## config.mk

```make
export PLATFORM = sky130hd
export DESIGN_NAME = sin_table_seq_flat
export DESIGN_NICKNAME = d
export VERILOG_FILES = /design/src/rtl/sin_seq_pkg.sv /design/src/rtl/sin_table_seq_if.sv /design/src/rtl/sin_quadrant_fold.sv /design/src/rtl/sin_table_seq.sv /design/src/flat_wrapper.sv
export SDC_FILE = /design/constraint.sdc
export NUM_CORES = 1
export LEC_CHECK = 0
export CORE_MARGIN = 3
export CORE_UTILIZATION = 30
export DETAILED_ROUTE_END_ITERATION = 12
export PLACE_DENSITY = 0.57
export SYNTH_ARGS = -nofsm -noshare
export SYNTH_HDL_FRONTEND = slang
export SYNTH_HIERARCHICAL = 1
export SYNTH_SLANG_ARGS = --single-unit
```

## constraint.sdc

```tcl
create_clock -name clk -period 4 [get_ports clk]
set_clock_uncertainty 0.15 [all_clocks]
set_input_delay 0.8 -clock clk [delete_from_list [all_inputs] [get_ports clk]]
set_output_delay 0.8 -clock clk [all_outputs]
set_load 0.005 [all_outputs]
```

## src/rtl/sin_seq_pkg.sv

```systemverilog
// Shared state encoding and quadrant constants for the quarter-wave sin sequencer.
// Build option: SIN_SEQ_COS_EN adds the cos read/capture states.
package sin_seq_pkg;

  typedef enum logic [2:0] {
    ST_IDLE = 3'd0,
    ST_RD   = 3'd1,
    ST_CAP  = 3'd2,
`ifdef SIN_SEQ_COS_EN
    ST_OUT  = 3'd3,
    ST_RDC  = 3'd4,
    ST_CAPC = 3'd5
`else
    ST_OUT  = 3'd3
`endif
  } seq_state_e;

  localparam logic [1:0] Q0 = 2'd0;
  localparam logic [1:0] Q1 = 2'd1;
  localparam logic [1:0] Q2 = 2'd2;
  localparam logic [1:0] Q3 = 2'd3;

  localparam int                           PHASE_WIDTH_DEF = 16;
  localparam logic [PHASE_WIDTH_DEF-1:0] QUARTER_STEP    = 16'h4000;

  // Width-generic quarter-turn step: 2**(pw-2) as a 32-bit value.
  function automatic logic [31:0] quarter_step(input int pw);
    return 32'd1 << (pw - 2);
  endfunction

endpackage

```

## src/rtl/sin_table_seq_if.sv

```systemverilog
// ROM request/response bus plus the output sample stream of the sin sequencer.
// Build option: SIN_SEQ_COS_EN adds cos_data.
interface sin_table_seq_if #(
  parameter int DATA_WIDTH = 8,
  parameter int ADR_WIDTH  = 8
);
  logic                  tbl_rd;
  logic [ADR_WIDTH-1:0]  tbl_addr;
  logic [DATA_WIDTH-1:0] tbl_dout;
  logic                  out_valid;
  logic                  out_ready;
  logic [DATA_WIDTH:0]   out_data;
`ifdef SIN_SEQ_COS_EN
  logic [DATA_WIDTH:0]   cos_data;
`endif

  modport master (
    output tbl_rd,
    output tbl_addr,
    input  tbl_dout,
    output out_valid,
    input  out_ready,
`ifdef SIN_SEQ_COS_EN
    output cos_data,
`endif
    output out_data
  );

  modport slave (
    input  tbl_rd,
    input  tbl_addr,
    output tbl_dout,
    input  out_valid,
    output out_ready,
`ifdef SIN_SEQ_COS_EN
    input  cos_data,
`endif
    input  out_data
  );
endinterface

```

## src/rtl/sin_quadrant_fold.sv

```systemverilog
// Folds a full-turn phase into a quarter-wave ROM address and a negate flag.
// Only the top ADR_WIDTH+2 phase bits matter; the rest are fractional.
module sin_quadrant_fold
  import sin_seq_pkg::*;
#(
  parameter int PHASE_WIDTH = 16,
  parameter int ADR_WIDTH   = 8
) (
  input  logic [PHASE_WIDTH-1:0] phase,
  output logic [ADR_WIDTH-1:0]   addr,
  output logic                   neg
);
  logic [1:0]           quad_s;
  logic [ADR_WIDTH-1:0] idx_s;
  logic                 unused_s;

  assign quad_s   = phase[PHASE_WIDTH-1 -: 2];
  assign idx_s    = phase[PHASE_WIDTH-3 -: ADR_WIDTH];
  assign unused_s = ^phase;

  // Odd quadrants walk the table backwards; upper half-turn is negative.
  always_comb begin
    addr = idx_s;
    neg  = 1'b0;
    case (quad_s)
      Q0: begin
        addr = idx_s;
        neg  = 1'b0;
      end
      Q1: begin
        addr = {ADR_WIDTH{1'b1}} - idx_s;
        neg  = 1'b0;
      end
      Q2: begin
        addr = idx_s;
        neg  = 1'b1;
      end
      Q3: begin
        addr = {ADR_WIDTH{1'b1}} - idx_s;
        neg  = 1'b1;
      end
      default: begin
        addr = idx_s;
        neg  = 1'b0;
      end
    endcase
  end
endmodule

```

## src/rtl/sin_table_seq.sv

```systemverilog
// Quarter-wave DDS sequencer: phase accumulator -> sin ROM read -> signed sample stream.
// Build option: SIN_SEQ_COS_EN adds a second (cos) read per sample and cos_data.
module sin_table_seq
  import sin_seq_pkg::*;
#(
  parameter int DATA_WIDTH  = 8,
  parameter int ADR_WIDTH   = 8,
  parameter int PHASE_WIDTH = 16
) (
  input  logic                   clk,
  input  logic                   rst_n,
  input  logic                   en,
  input  logic                   phase_clr,
  input  logic [PHASE_WIDTH-1:0] phase_inc,
  sin_table_seq_if.master        bus
);
  localparam logic [PHASE_WIDTH-1:0] QSTEP = PHASE_WIDTH'(quarter_step(PHASE_WIDTH));

  seq_state_e             state_r, state_nxt_s;
  logic [PHASE_WIDTH-1:0] phase_r, phase_nxt_s;
  logic [ADR_WIDTH-1:0]   sin_addr_s, tbl_addr_r;
  logic                   sin_neg_s, sin_neg_r;
  logic                   tbl_rd_r, rd_s, out_valid_r;
  logic [DATA_WIDTH:0]    mag_s, out_data_r;

  function automatic logic [DATA_WIDTH:0] apply_sign(input logic [DATA_WIDTH:0] m, input logic neg);
    return neg ? ({(DATA_WIDTH+1){1'b0}} - m) : m;
  endfunction

  assign mag_s = {1'b0, bus.tbl_dout};

  sin_quadrant_fold #(.PHASE_WIDTH(PHASE_WIDTH), .ADR_WIDTH(ADR_WIDTH)) u_fold_sin (
    .phase (phase_nxt_s),
    .addr  (sin_addr_s),
    .neg   (sin_neg_s)
  );

`ifdef SIN_SEQ_COS_EN
  logic [PHASE_WIDTH-1:0] cos_phase_s;
  logic [ADR_WIDTH-1:0]   cos_addr_s;
  logic                   cos_neg_s, cos_neg_r;
  logic [DATA_WIDTH:0]    cos_data_r;

  assign cos_phase_s = phase_nxt_s + QSTEP;

  sin_quadrant_fold #(.PHASE_WIDTH(PHASE_WIDTH), .ADR_WIDTH(ADR_WIDTH)) u_fold_cos (
    .phase (cos_phase_s),
    .addr  (cos_addr_s),
    .neg   (cos_neg_s)
  );

  assign rd_s         = (state_nxt_s == ST_RD) || (state_nxt_s == ST_RDC);
  assign bus.cos_data = cos_data_r;
`else
  assign rd_s = (state_nxt_s == ST_RD);
`endif

  // Next state and next phase; phase_clr overrides everything including a handshake.
  always_comb begin
    state_nxt_s = state_r;
    phase_nxt_s = phase_r;
    if (phase_clr) begin
      state_nxt_s = ST_IDLE;
      phase_nxt_s = {PHASE_WIDTH{1'b0}};
    end else begin
      case (state_r)
        ST_IDLE: begin
          if (en) begin
            state_nxt_s = ST_RD;
          end else begin
            state_nxt_s = ST_IDLE;
          end
        end
        ST_RD: state_nxt_s = ST_CAP;
`ifdef SIN_SEQ_COS_EN
        ST_CAP:  state_nxt_s = ST_RDC;
        ST_RDC:  state_nxt_s = ST_CAPC;
        ST_CAPC: state_nxt_s = ST_OUT;
`else
        ST_CAP:  state_nxt_s = ST_OUT;
`endif
        ST_OUT: begin
          if (bus.out_ready) begin
            phase_nxt_s = phase_r + phase_inc;
            state_nxt_s = en ? ST_RD : ST_IDLE;
          end else begin
            state_nxt_s = ST_OUT;
          end
        end
        default: state_nxt_s = ST_IDLE;
      endcase
    end
  end

  // State and phase accumulator.
  always_ff @(posedge clk or negedge rst_n) begin
    if (!rst_n) begin
      state_r <= ST_IDLE;
      phase_r <= {PHASE_WIDTH{1'b0}};
    end else begin
      state_r <= state_nxt_s;
      phase_r <= phase_nxt_s;
    end
  end

  // ROM request: strobe for one cycle on entry to a read state, address held in between.
  always_ff @(posedge clk or negedge rst_n) begin
    if (!rst_n) begin
      tbl_rd_r   <= 1'b0;
      tbl_addr_r <= {ADR_WIDTH{1'b0}};
      sin_neg_r  <= 1'b0;
`ifdef SIN_SEQ_COS_EN
      cos_neg_r  <= 1'b0;
`endif
    end else begin
      tbl_rd_r <= rd_s;
      if (state_nxt_s == ST_RD) begin
        tbl_addr_r <= sin_addr_s;
        sin_neg_r  <= sin_neg_s;
      end
`ifdef SIN_SEQ_COS_EN
      if (state_nxt_s == ST_RDC) begin
        tbl_addr_r <= cos_addr_s;
        cos_neg_r  <= cos_neg_s;
      end
`endif
    end
  end

  // Sample capture one cycle after each read, and the output valid flag.
  always_ff @(posedge clk or negedge rst_n) begin
    if (!rst_n) begin
      out_valid_r <= 1'b0;
      out_data_r  <= {(DATA_WIDTH+1){1'b0}};
`ifdef SIN_SEQ_COS_EN
      cos_data_r  <= {(DATA_WIDTH+1){1'b0}};
`endif
    end else begin
      out_valid_r <= (state_nxt_s == ST_OUT);
      if ((state_r == ST_CAP) && !phase_clr) begin
        out_data_r <= apply_sign(mag_s, sin_neg_r);
      end
`ifdef SIN_SEQ_COS_EN
      if ((state_r == ST_CAPC) && !phase_clr) begin
        cos_data_r <= apply_sign(mag_s, cos_neg_r);
      end
`endif
    end
  end

  assign bus.tbl_rd    = tbl_rd_r;
  assign bus.tbl_addr  = tbl_addr_r;
  assign bus.out_valid = out_valid_r;
  assign bus.out_data  = out_data_r;
endmodule

```

## src/flat_wrapper.sv

```systemverilog
// flat-port wrapper written by rule: the top's interface ports become plain ports
module sin_table_seq_flat import sin_seq_pkg::*;
#(
  parameter int DATA_WIDTH  = 8,
  parameter int ADR_WIDTH   = 8,
  parameter int PHASE_WIDTH = 16
)
  (clk, rst_n, en, phase_clr, phase_inc, bus_tbl_rd, bus_tbl_addr, bus_tbl_dout, bus_out_valid, bus_out_ready, bus_out_data);
  sin_table_seq_if #(.DATA_WIDTH(DATA_WIDTH), .ADR_WIDTH(ADR_WIDTH)) bus_i ();
  input  logic clk;
  input  logic rst_n;
  input  logic en;
  input  logic phase_clr;
  input  logic [PHASE_WIDTH-1:0] phase_inc;
  output wire logic [$bits(bus_i.tbl_rd)-1:0] bus_tbl_rd;
  output wire logic [$bits(bus_i.tbl_addr)-1:0] bus_tbl_addr;
  input wire logic [$bits(bus_i.tbl_dout)-1:0] bus_tbl_dout;
  output wire logic [$bits(bus_i.out_valid)-1:0] bus_out_valid;
  input wire logic [$bits(bus_i.out_ready)-1:0] bus_out_ready;
  output wire logic [$bits(bus_i.out_data)-1:0] bus_out_data;
  assign bus_tbl_rd = bus_i.tbl_rd;
  assign bus_tbl_addr = bus_i.tbl_addr;
  assign bus_i.tbl_dout = bus_tbl_dout;
  assign bus_out_valid = bus_i.out_valid;
  assign bus_i.out_ready = bus_out_ready;
  assign bus_out_data = bus_i.out_data;
  sin_table_seq #(.DATA_WIDTH(DATA_WIDTH), .ADR_WIDTH(ADR_WIDTH), .PHASE_WIDTH(PHASE_WIDTH)) u_core (.clk(clk), .rst_n(rst_n), .en(en), .phase_clr(phase_clr), .phase_inc(phase_inc), .bus(bus_i));
endmodule
```

==> impl_metrics.env <==
export IMPL_synthTopCellsByArea="dfrtp_1 37%, ha_1 7.8%, xor2_1 5.4%"
export IMPL_cpPeakStageDelay_ns=0.41
export IMPL_path_max_fanout=9
export IMPL_die_area_um2=9740
export IMPL_die_w_um=98.7
export IMPL_insertion_delay_ns=0.29
export IMPL_rsz0062_at_grt="false"
export IMPL_final_util_pct=39.9
export IMPL_grt_start_max_net_pins=39
export IMPL_synth_cell_types=48
export IMPL_synth_edff_count=0
export IMPL_synth_top_area_share_pct=36.9
export IMPL_cts_repair_resized=0
export IMPL_p_leak_nw=1.50
export IMPL_power_w=0.00103
export IMPL_syn_to_final_growth_pct=27.8
export IMPL_cp_required_ns=4.04
export IMPL_cpLargestDelayFamily="compound AO/OA/AOI/OAI gates"
export IMPL_worst_ir_drop_vdd_mv=0.160
export IMPL_hold_viol=0
export IMPL_period_share_pct=85.1
export IMPL_status="complete, no violations"
export IMPL_postRouteAntennaNets=0
export IMPL_clkSlewWorstSetupHoldPaths_ns=0.08
export IMPL_dp_cells=427
export IMPL_drc=0
export IMPL_gp_congestion=0.840
export IMPL_io_pin_count=48
export IMPL_crit_path_top_delay_cell="clkdlybuf4s50_1"
export IMPL_endpoint_kind="register"
export IMPL_cap_violations=0
export IMPL_synth_flop_cell="dfrtp_1"
export IMPL_synthesis_nets=326
export IMPL_grtUsageMet2_pct=24.3
export IMPL_start_kind="input port"
export IMPL_start_util_pct=31.2
export IMPL_grt_pass1_wl_um=12100
export IMPL_cts_hold_buf=0
export IMPL_syn_inst=280
export IMPL_syn_area_per_cell_um2=9.20
export IMPL_vias_per_cell=5.28
export IMPL_worst_ep_arrival_time_ns=3.44
export IMPL_num_rows=33
export IMPL_clock_path_buffers=2
export IMPL_drive_gt1_share_pct=10.3
export IMPL_critPathBufInv=2
export IMPL_die_height_um=98.7
export IMPL_cts_sinks=38
export IMPL_hold_path_class="reg -> reg"
export IMPL_final_setup_viol_count=0
export IMPL_gr_total_overflow=0
export IMPL_netlist_area_um2=2580
export IMPL_first_pass_iters=4
export IMPL_ys_ff_latch=38
export IMPL_post_cts_buffers=0
export IMPL_vias=2291
export IMPL_clockRootBuffer="clkbuf_8"
export IMPL_maxSlewHeadroom_pct=40.0
export IMPL_grt_pass1_vias=2452
export IMPL_use_met1_pct=21.2
export IMPL_antenna_found_initial=0
export IMPL_synth_area_leader_cell="dfrtp_1"
export IMPL_wl_um=6940
export IMPL_synthArstFlopShare_pct=100
export IMPL_port_buffers=47
export IMPL_layout_nets=375
export IMPL_use_met3_pct=2.90
export IMPL_htree_levels=2
export IMPL_path_class="in -> reg"
export IMPL_antenna_cells=0
export IMPL_dpl_hpwl_um=5130
export IMPL_tritoncts="done"
export IMPL_seq_area_frac_synth_pct=36.9
export IMPL_tightest_slew_ns=0.901
export IMPL_core_area_um2=8260
export IMPL_grt_total_usage_pct=15.2
export IMPL_ys_warn_count=6
export IMPL_busiest_layer="met2"
export IMPL_power_density_nw_per_um2=313
export IMPL_first_iter_violations=125
export IMPL_fin_tns_setup_ns=0
export IMPL_stdcell_count=434
export IMPL_cts_buffers=5
export IMPL_fin_crit_ns=3.41
export IMPL_crit_chain="clkdlybuf4s50_1 > ha_1 > a21oi_2 > o21ai_1 > a311o_1 > or4_1 > o211ai_1 > buf_4 > xor2_1 > mux2_2"
export IMPL_max_clock_freq_mhz=294
export IMPL_wire_per_inst_um=16.0
export IMPL_maxSlewViolCount=0
-- logic make-up (layout without fill, tap and decap cells) --
family,Yosys count,count (layout),share of synthesized area (%)
DFF,38,38,36.9
AOI/OAI and AO/OA,95,95,24.7
and+or+nand+nor,72,72,13.6
buffers and inverters,27,76,4.57
adders and majority gates,17,17,8.55
xor gates and xnor gates,18,18,6.12
muxes,13,13,5.63
-- cells in the final DEF (no fill, tap or decap), types with 3 or more instances in the layout --
master / instances
a211oi_1: 4
a21boi_0: 3
a21o_1: 3
a21oi_1: 27
a31oi_1: 3
and3_1: 6
buf_4: 11
clkbuf_8: 6
clkdlybuf4s50_1: 46
dfrtp_1: 38
ha_1: 16
inv_1: 10
mux2_2: 12
nand2_1: 20
nand3_1: 10
nand4_1: 4
nor2_1: 15
nor3_1: 7
o211a_1: 3
o211ai_1: 9
o21a_1: 6
o21ai_0: 14
o21bai_1: 3
o31ai_1: 3
xor2_1: 16
-- Yosys cell counts, types with 2 or more instances --
cell type,instances
and3_1,6
o311ai_0,2
a311o_1,2
or3_1,2
dfrtp_1,38
a21boi_0,3
nor4_1,2
a211oi_1,4
o211ai_1,9
o21ai_0,14
buf_6,2
a31oi_1,3
nand4_1,4
xnor2_1,2
o31ai_1,3
o21bai_1,3
clkbuf_1,13
a21o_1,3
nand3_1,10
a21oi_1,27
nor3_1,7
nor2_1,15
a2111oi_0,2
mux2_2,12
o21a_1,6
o2111ai_1,2
a32oi_1,2
ha_1,16
nand2_1,20
inv_1,10
xor2_1,16
o211a_1,3
nor2b_1,2
-- state kept, by name (all words and copies together) (netlist names) --
| name | cells |
|---|---|
| u_core/sin_neg_r | 1 |
| u_core/bus.tbl_addr | 8 |
| u_core/phase_r | 16 |
| u_core/bus.out_valid | 1 |
| u_core/state_r | 2 |
| u_core/bus.tbl_rd | 1 |
| u_core/bus.out_data | 9 |
-- layer usage --
| metal | part of all wire [%] | vias to the layer above | routed length, µm |
|---|---|---|---|
| li1 | - | 1136 | - |
| met1 | 48 | 1094 | 3320 |
| met2 | 46 | 55 | 3190 |
| met3 | 5.0 | 6 | 344 |
| met4 | 1.2 | 0 | 85 |
| met5 | 0 | - | 0 |
-- final timing paths --
check | end | from | depth (start not counted) | slack (ns)
max in group asynchronous | u_core/phase_r[5]$_DFF_PN0_ | rst_n | 1 | 2.66
setup / recovery | u_core/bus.tbl_addr[0]$_DFFE_PN0P_ | phase_inc[9] | 10 | 0.59
hold reg to reg | u_core/bus.out_data[7]$_DFFE_PN0P_ | u_core/bus.out_data[7]$_DFFE_PN0P_ | 1 | 0.36
min in group asynchronous | u_core/phase_r[3]$_DFF_PN0_ | rst_n | 1 | 0.49
hold / removal | u_core/bus.out_data[7]$_DFFE_PN0P_ | u_core/bus.out_data[7]$_DFFE_PN0P_ | 1 | 0.36
setup reg to reg | u_core/bus.tbl_addr[0]$_DFFE_PN0P_ | u_core/phase_r[9]$_DFF_PN0_ | 9 | 1.14
-- where the power goes --
group	total (W)	switching (W)	internal (W)
Sequential	0.000448	0.0000250	0.000423
Clock	0.000346	0.000146	0.000200
Combinational	0.000237	0.000101	0.000136
Total	0.00103	0.000272	0.000759
-- metrics by stage --
stage | instance area [µm²] | setup slack, ns | hold WS [ns]
2_1_floorplan | 2580 | 0.776 | 0.332
3_3_place_gp | 3180 | 0.326 | 0.342
3_5_place_dp | 3180 | 0.279 | 0.344
4_1_cts | 3290 | 0.593 | 0.368
5_1_grt | 3290 | 0.446 | 0.392
6_report | 3290 | 0.595 | 0.360
-- worst reg2reg max path, cell delays in order, from the launching register on --
cell	delay [ns]
dfrtp_1	0.39
ha_1	0.37
a21oi_2	0.24
o21ai_1	0.09
a311o_1	0.37
or4_1	0.39
o211ai_1	0.16
buf_4	0.22
xor2_1	0.09
mux2_2	0.28
-- area by class of cell --
cell class              count  area (µm²)
clock buffers               6        82.6
flip-flops and latches     38         951
well taps                 105         131
clock inverters             1        30.0
fillers                   842        4970
repair buffers             58         548
inverters                  11        41.3
multi-input cells         215        1510
Note: power is estimated with default switching activity, not from simulation.
==> patch (config.mk and constraints unchanged) <==
`DATA_WIDTH` is set to 8 in 3 places; all go to 12.
--- a/src/rtl/sin_table_seq_if.sv
+++ b/src/rtl/sin_table_seq_if.sv
@@ -2,5 +2,5 @@
 // Build option: SIN_SEQ_COS_EN adds cos_data.
 interface sin_table_seq_if #(
-  parameter int DATA_WIDTH = 8,
+  parameter int DATA_WIDTH = 12,
   parameter int ADR_WIDTH  = 8
 );
--- a/src/rtl/sin_table_seq.sv
+++ b/src/rtl/sin_table_seq.sv
@@ -4,5 +4,5 @@
   import sin_seq_pkg::*;
 #(
-  parameter int DATA_WIDTH  = 8,
+  parameter int DATA_WIDTH  = 12,
   parameter int ADR_WIDTH   = 8,
   parameter int PHASE_WIDTH = 16
--- a/src/flat_wrapper.sv
+++ b/src/flat_wrapper.sv
@@ -2,5 +2,5 @@
 module sin_table_seq_flat import sin_seq_pkg::*;
 #(
-  parameter int DATA_WIDTH  = 8,
+  parameter int DATA_WIDTH  = 12,
   parameter int ADR_WIDTH   = 8,
   parameter int PHASE_WIDTH = 16
Interface: changed (resized bus_out_data and bus_tbl_dout); port bits go from 48 to 56. The function was not compared with the original's and may differ.
==> patch against the original RTL <==
  * Utilization rose by 0.96 points
  * Critical path type unchanged
  * Total power rose by 6.4%
  * Count of clock-buffer cells in the layout did not move
  * Design area rose by 5.0%
  * Wire length fell by 8.0%
  * Worst setup slack got worse by 190 ps
  * Critical endpoint is now u_core/bus.tbl_addr[1]
  * Sequential cell count rose by 4
  * Largest power group unchanged
  * Area after synthesis rose by 4.1%
  * Combinational power rose by 8.4%
==> patch: results (changes against the original RTL) <==
| Metric | Value |
|---|---|
| Slew Limit Headroom | `36.6% (-3.4 points)` |
| Syn. warnings | `6 (unchanged)` |
| Reg2Reg Setup Slack | `1000 ps (-140 ps)` |
| Biggest register | `u_core/phase_r` |
| Critical path's largest stage delay | `480 ps (+70 ps)` |
| Max reg flops | `16 (unchanged)` |
| Pleak | `1.49 nW (-1.0%)` |
| Largest net degree at the start of global routing | `43 (+10%)` |
| Hold WC Path Type | `reg2reg` |
| Multiplexer area fraction after synthesis | `5.37% (-0.27 points)` |
| Root Driver | `clkbuf_8` |
| Clock transition at the registers of the reported paths | `80 ps (about the same)` |
| Compound-Gate Fraction of Synth Area | `20.0% (-4.7 points)` |
| Detailed Place HPWL | `4850 um (-5.5%)` |
| Nets | `390 (+4.0%)` |
| Synth Net Count | `334 (+2.5%)` |
| Outcome | `finished clean` |
| Cells after DPL | `438 (+2.6%)` |
| Arrival @ worst endpoint | `3640 ps (+200 ps)` |
| Most numerous cell in the Yosys netlist | `dfrtp_1` |
| Sequential fraction of the synthesis area | `39.2% (+2.3 points)` |
| Adder-Cell Fraction of Synth Area | `8.21% (-0.34 points)` |
| Cells after synthesis | `284 (+1.4%)` |
| Post-CTS Setup Repair Bufs | `0 (unchanged)` |
| Max clock buf depth | `2 (unchanged)` |
| Drt pass-1 iters | `4 (unchanged)` |
| Worst-path fanout max | `9 (unchanged)` |
| XOR/XNOR Fraction of Synth Area | `7.84% (+1.7 points)` |
| EDFF count, synth | `0 (unchanged)` |
| Ant. Diodes | `0 (unchanged)` |
| Post-CTS sizing | `0 (unchanged)` |
| Via-to-Cell Ratio | `5.04 (-4.6%)` |
| Final Hold Viols | `0 (unchanged)` |
| Initial antenna violation count | `0 (unchanged)` |
| Finished Layout Cells | `446 (+2.8%)` |
| Max VDD drop | `0.197 mV (+23%)` |
| GPL Wtd Cong | `0.815 (-3.0%)` |
| First-pass GRT wire length | `10400 um (-14%)` |
| Worst skew pair latency | `300 ps` |
| CTS H-tree lvls | `2 (unchanged)` |
| Slowest cell on crit path | `or4_1` |
| Post-synth top cells | `dfrtp_1 (42), nand2_1 (38), o21ai_0 (23)` |
| TNS Setup | `0 ps (unchanged)` |
| CTS Buf Count | `5 (unchanged)` |
| Vias in the first global route | `2160 (-12%)` |
| PortBufs | `55 (+17%)` |
| GR Util All Layers | `12.7% (-2.5 points)` |
| Synth top area cells | `dfrtp_1 (39%), ha_1 (7.5%), nand2_1 (5.3%)` |
| Layout cells sized above 1 | `10.9% (+0.52 points)` |
| Routed WL per cell | `14.3 um (-10%)` |
| Initial DRC count | `77 (-38%)` |
| Synth unique cells | `58 (+21%)` |
==> patch: cell type report <==
class / count / area share, %
clock buffer: 6 / 2.10
clock inverter: 2 / 1.09
inverter: 10 / 1.09
multi-input combinational: 220 / 44.4
sequential: 42 / 30.4
tap: 105 / 3.80
timing repair buffer: 61 / 17.1
==> patch: path summary, 6_finish.rpt <==
check                                         end                    from  depth (start not counted)
hold reg to reg            u_core/bus.out_data[5]  u_core/bus.out_data[5]                          2
setup / recovery           u_core/bus.tbl_addr[1]            phase_inc[0]                         13
hold / removal             u_core/bus.out_data[5]  u_core/bus.out_data[5]                          2
min in group asynchronous  u_core/bus.out_data[9]                   rst_n                          1
setup reg to reg           u_core/bus.tbl_addr[1]       u_core/phase_r[0]                         12
max in group asynchronous      u_core/phase_r[11]                   rst_n                          1
==> patch: report_power, final <==
part	switching [mW]	total, mW	internal [mW]
logic	0.107	0.257	0.150
registers	0.0303	0.503	0.472
clock network	0.152	0.338	0.186
==> patch: cell families after synthesis <==
| family | count (synthesis) |
|---|---|
| mux | 13 |
| buf+inv | 22 |
| compound gates | 79 |
| simple gates | 87 |
| flops | 42 |
| fa+ha+maj | 17 |
| xor+xnor | 24 |
==> patch: critical path: cells and delay by family <==
family	cells	cell delay, ps
adder cells (fa/ha/maj)	2	620
multiplexers	1	290
buffers and inverters	3	710
AND/OR/NAND/NOR	3	700
XOR/XNOR	1	90
AO/OA/AOI/OAI	3	420
==> patch: layer usage <==
| layer | vias to the layer above | wire length (um) | GRT usage (%) |
|---|---|---|---|
| li1 | 1126 | - | - |
| met1 | 1068 | 3000 | 16.2 |
| met2 | 46 | 2950 | 21.1 |
| met3 | 6 | 383 | 3.94 |
| met4 | 0 | 55 | 3.11 |
| met5 | - | 0 | 0 |
==> patch: stage by stage <==
step	hold slack (ps)	utilization [%]	power [mW]	area, um^2	setup WS (ps)
after floorplan	323	-	0.607	2680	759
after global placement	313	39.5	0.769	3350	158
after detailed placement	325	39.5	0.769	3350	82.2
after CTS	345	40.8	1.11	3460	386
after global routing	364	40.8	1.16	3460	284
final	334	40.8	1.10	3460	401
